File: config.mk
export PLATFORM = sky130hd
export DESIGN_NAME = pwm_generator_flat
export DESIGN_NICKNAME = d
export VERILOG_FILES = /design/src/rtl/pwm_generator_if.sv /design/src/rtl/pwm_generator.sv /design/src/flat_wrapper.sv
export SDC_FILE = /design/constraint.sdc
export NUM_CORES = 1
export LEC_CHECK = 0
export ABC_CLOCK_PERIOD_IN_PS = 3900
export CAP_MARGIN = 15
export CORE_ASPECT_RATIO = 1.75
export CORE_MARGIN = 10
export CORE_UTILIZATION = 30
export DETAILED_ROUTE_END_ITERATION = 12
export HOLD_SLACK_MARGIN = 0.15
export PLACE_DENSITY_LB_ADDON = 0.2
export SLEW_MARGIN = 15
export SYNTH_ARGS = -nofsm -noshare
export SYNTH_HDL_FRONTEND = slang
export SYNTH_SLANG_ARGS = --single-unit
File: constraint.sdc
create_clock -name clk -period 3.9 [get_ports clk]
set_clock_uncertainty 0.05 [all_clocks]
set_input_delay 0.78 -clock clk [delete_from_list [all_inputs] [get_ports clk]]
set_output_delay 0.78 -clock clk [all_outputs]
set_load 0.02 [all_outputs]
File: src/rtl/pwm_generator_if.sv
// Bundle of signals between the pwm_generator, its upstream counter and its duty source.
// The slave modport is the generator's view; master is the driver/consumer side.
interface pwm_if #(
  parameter int T = 256
);
  localparam int W  = $clog2(T);
  localparam int DW = $clog2(T + 1);

  logic [W-1:0]  count;
  logic          en;
  logic [DW-1:0] duty;
  logic          duty_valid;
  logic          duty_ready;
  logic          pwm;
  logic          busy;
  logic          period_done;

  modport master (
    output count, en, duty, duty_valid,
    input  duty_ready, pwm, busy, period_done
  );

  modport slave (
    input  count, en, duty, duty_valid,
    output duty_ready, pwm, busy, period_done
  );
endinterface

File: src/rtl/pwm_generator.sv
// Period-synchronous PWM generator driven by an external free-running counter.
// Duty changes go through a shadow register and apply only at a period boundary.
//
// state | meaning
// IDLE  | stopped, pwm low, waiting for en
// ARMED | en seen, pwm low, waiting for the first boundary to load duty
// RUN   | generating pwm, duty reloaded at every boundary
// DRAIN | en dropped, finishing the current period before stopping
module pwm_generator #(
  parameter int T = 256
) (
  input  logic clk,
  input  logic rst,
  pwm_if.slave bus
);
  localparam int W  = $clog2(T);
  localparam int DW = $clog2(T + 1);
  localparam logic [W-1:0]  LAST = W'(T - 1);
  localparam logic [DW-1:0] FULL = DW'(T);

  typedef enum logic [1:0] {IDLE, ARMED, RUN, DRAIN} state_t;

  state_t        state, state_nxt;
  logic [DW-1:0] shadow, active, duty_clamped;
  logic          pending, pwm_r, done_r;
  logic          boundary, xfer, load, pwm_nxt, done_nxt, in_period;

  assign boundary     = (bus.count == LAST);
  assign xfer         = bus.duty_valid && !pending;
  assign duty_clamped = (bus.duty > FULL) ? FULL : bus.duty;
  // count is zero-extended so that count >= T naturally compares as low
  assign in_period    = (DW'(bus.count) < active);

  always_comb begin
    state_nxt = state;
    load      = 1'b0;
    pwm_nxt   = 1'b0;
    done_nxt  = 1'b0;
    case (state)
      IDLE: begin
        if (bus.en) state_nxt = ARMED;
      end
      ARMED: begin
        if (!bus.en) begin
          state_nxt = IDLE;
        end else if (boundary) begin
          load      = 1'b1;
          state_nxt = RUN;
        end
      end
      RUN: begin
        pwm_nxt = in_period;
        if (boundary) begin
          load     = 1'b1;
          done_nxt = 1'b1;
        end
        if (!bus.en) state_nxt = DRAIN;
      end
      DRAIN: begin
        pwm_nxt = in_period;
        if (boundary) begin
          load     = 1'b1;
          done_nxt = 1'b1;
        end
        if (bus.en) begin
          state_nxt = RUN;
        end else if (boundary) begin
          state_nxt = IDLE;
          pwm_nxt   = 1'b0;
        end
      end
      default: state_nxt = IDLE;
    endcase
  end

  always_ff @(posedge clk or posedge rst) begin
    if (rst) begin
      state   <= IDLE;
      pwm_r   <= 1'b0;
      done_r  <= 1'b0;
      shadow  <= '0;
      active  <= '0;
      pending <= 1'b0;
    end else begin
      state  <= state_nxt;
      pwm_r  <= pwm_nxt;
      done_r <= done_nxt;
      if (load) begin
        active  <= shadow;
        pending <= 1'b0;
      end
      // a transfer on a load edge wins: the old shadow moves to active, the new one waits
      if (xfer) begin
        shadow  <= duty_clamped;
        pending <= 1'b1;
      end
    end
  end

  assign bus.duty_ready  = !pending;
  assign bus.pwm         = pwm_r;
  assign bus.busy        = (state != IDLE);
  assign bus.period_done = done_r;
endmodule

File: src/flat_wrapper.sv
// flat-port wrapper written by rule: the top's interface ports become plain ports
module pwm_generator_flat 
#(
  parameter int T = 256
)
  (clk, rst, bus_count, bus_en, bus_duty, bus_duty_valid, bus_duty_ready, bus_pwm, bus_busy, bus_period_done);
  pwm_if #(.T(T)) bus_i ();
  input  logic clk;
  input  logic rst;
  input wire logic [$bits(bus_i.count)-1:0] bus_count;
  input wire logic [$bits(bus_i.en)-1:0] bus_en;
  input wire logic [$bits(bus_i.duty)-1:0] bus_duty;
  input wire logic [$bits(bus_i.duty_valid)-1:0] bus_duty_valid;
  output wire logic [$bits(bus_i.duty_ready)-1:0] bus_duty_ready;
  output wire logic [$bits(bus_i.pwm)-1:0] bus_pwm;
  output wire logic [$bits(bus_i.busy)-1:0] bus_busy;
  output wire logic [$bits(bus_i.period_done)-1:0] bus_period_done;
  assign bus_i.count = bus_count;
  assign bus_i.en = bus_en;
  assign bus_i.duty = bus_duty;
  assign bus_i.duty_valid = bus_duty_valid;
  assign bus_duty_ready = bus_i.duty_ready;
  assign bus_pwm = bus_i.pwm;
  assign bus_busy = bus_i.busy;
  assign bus_period_done = bus_i.period_done;
  pwm_generator #(.T(T)) u_core (.clk(clk), .rst(rst), .bus(bus_i));
endmodule
==> key figures <==
Status
  – Status: finished clean

Timing
  – Max Slew Vio Count: 0
  – RSZ-0062 raised after global routing: false
  – Highest Clock Rate: 417.9 MHz
  – Worst slew margin: 42.89%
  – Fin crit share: 61.36%
  – WHS: 0.4335 ns
  – Final setup fails: 0
  – Min Tclk post-route: 2.393 ns
  – Final hold vios: 0
  – Tightest Pin Transition: 0.8557 ns
  – Setup Total Neg Slack: 0 ns

Floorplanning
  – # rows: 29
  – Die W: 66.16 um
  – Top Ports: 25
  – Die area: 6667 sq um
  – Core ar.: 3628 sq um
  – Initial Util: 30.83%
  – DIE HEIGHT: 100.8 um

Placement
  – Placed cell area: 1401 sq um
  – GPL Wtd Cong: 0.7186
  – Port-buffer cells: 24
  – Post-DP HPWL: 1.791 mm

Logic synthesis
  – Post-synth top area share: 51.45%
  – Register area share after synthesis: 51.45%
  – Largest cells by area after synthesis: dfrtp_1 51%, ha_1 7.8%, o21ai_0 6.7%
  – Area leader, netlist: dfrtp_1
  – Mean post-synth cell area: 10.36 sq um
  – Synth Instances: 108
  – Syn Std Cell Area: 1119 sq um
  – Register bit total from synthesis: 23
  – Net Count, Synth: 136
  – Synth Warn #: 0
  – Distinct cells, synth: 23

Route
  – Final wirelength: 2.220 mm
  – Drc violations: 0
  – Vias: 779
  – Via density: 4.328
  – DRT Pass-1 Iters: 3
  – Post-DRT Antenna Nets: 0
  – Avg WL per Cell: 12.33 um
  – First DRT Iteration DRCs: 21

Critical path
  – Crit end category: output pin
  – CP Max Fanout: 6
  – Worst Path Arrival: 1.56 ns
  – Crit path required time: 3.07 ns
  – Critical Path Source Type: flop
  – R2r setup slk: 2.33 ns
  – Crit path kind: flop to output pin

Clock network
  – H-tree depth: 1
  – Hold Buf Count CTS: 0
  – CTS clk-pin slew, worst paths: 0.08 ns
  – # resized after CTS: 0
  – CTS Root Cell: clkbuf_8
  – Clock Latency Late Sink: 0.26 ns
  – Post-CTS Setup Inserts: 0
  – Max clock buf depth: 2
  – CTS tree: done
  – Clock Sinks: 23
  – CTS Buf Count: 3

Final layout
  – NumNets Final: 163
  – Area delta synth->final: 29.31%
  – Share of layout cells above drive strength 1: 9.701%
  – N_diodes: 0
  – Most frequent cells in the layout: 24 x clkdlybuf4s50_1, 23 x dfrtp_1, 18 x nand2_1, 15 x o21ai_0
  – Final instance area: 1446 sq um
  – Commonest non-fill, non-tap cell in the layout: clkdlybuf4s50_1

Global routing
  – Vias in the first global route: 792
  – Initial antenna violation count: 0
  – Gr usage total: 7.011%
  – GRT overflow: 0
  – First-pass GRT wire length: 3.601 mm
  – Largest net degree at the start of global routing: 24

Power
  – Pwr dens: 339.0 nW/um^2
  – Leak: 0.6633 nW
  – Worst VDD drop: 0.2117 mV

Job
  – Max cap viols: 0

Worst hold path
  – HP Class: flop to flop
sequential cells by signal (all words and copies together) (netlist names), named ones only:
register                flops
u_core.bus.pwm              1
u_core.pending              1
u_core.bus.period_done      1
u_core.active               9
u_core.shadow               9
u_core.state                1
area by class of cell:
cell class	instances	area (sq um)
fill	366	2182
sequential	23	575.6
multi-input combinational	74	494.2
timing repair buffer	24	240.2
tap	46	57.56
clock buffer	4	45.04
inverter	9	33.78
per-stage QoR:
stage,cells,util [%],setup WS (ns),power (W)
2_1_floorplan,108,-,2.147,0.0003121
4_1_cts,180,39.86,1.489,0.0004983
3_5_place_dp,176,38.62,1.339,0.0003515
3_3_place_gp,176,38.62,1.379,0.0003480
6_report,180,39.86,1.507,0.0004904
5_1_grt,180,39.86,1.458,0.0005169
power by group:
part	switching, W	leakage (nW)	internal, W
clock network	0.0000730	0.0228	0.0000729
registers	0.0000112	0.275	0.000260
logic	0.0000333	0.365	0.0000399
cells in the mapped netlist (all sizes together):
library cell and instances:
dfrtp 23, nand2 18, o21ai 17, inv 9, nand2b 9, ha 7, a21oi 6, mux2 4
nand3 2, nand4 2, a211oi 1, and2 1, and3b 1, buf 1, clkbuf 1, nand4b 1
nor2 1, nor3 1, nor4 1, or2 1, xnor2 1
layer usage:
metal  part of all wire, %  vias up  global-route usage [%]
met4                   2.6        0                   4.376
met3                   8.2        5                   2.339
li1                      -      415                       -
met5                     0        -                       0
met2                    47       23                   10.88
met1                    43      336                   7.955
critical path, cell delays in order, from the launching register on:
cell             delay [ns]
dfrtp_1                0.44
or2_2                  0.31
clkdlybuf4s50_1        0.55
path summary, 6_finish.rpt:
| path | from | endpoint | cells past startpoint |
|---|---|---|---|
| worst min register to register | u_core.shadow[7] | u_core.shadow[7] | 2 |
| min in group asynchronous | rst | u_core.pending | 2 |
| worst min-delay path | u_core.shadow[7] | u_core.shadow[7] | 2 |
| max in group asynchronous | rst | u_core.shadow[2] | 2 |
| worst max-delay path | flop | bus_busy | 2 |
| worst max register to register | flop | u_core.active[0] | 3 |
kinds of logic after synthesis:
logic type | share of synthesized area, %
DFF | 51.45
AOI/OAI and AO/OA | 11.63
xor gates and xnor gates | 0.7831
adders and majority gates | 7.830
muxes | 4.698
buffers and inverters | 4.362
and+or+nand+nor | 19.24
Note: power is estimated with default switching activity, not from simulation.
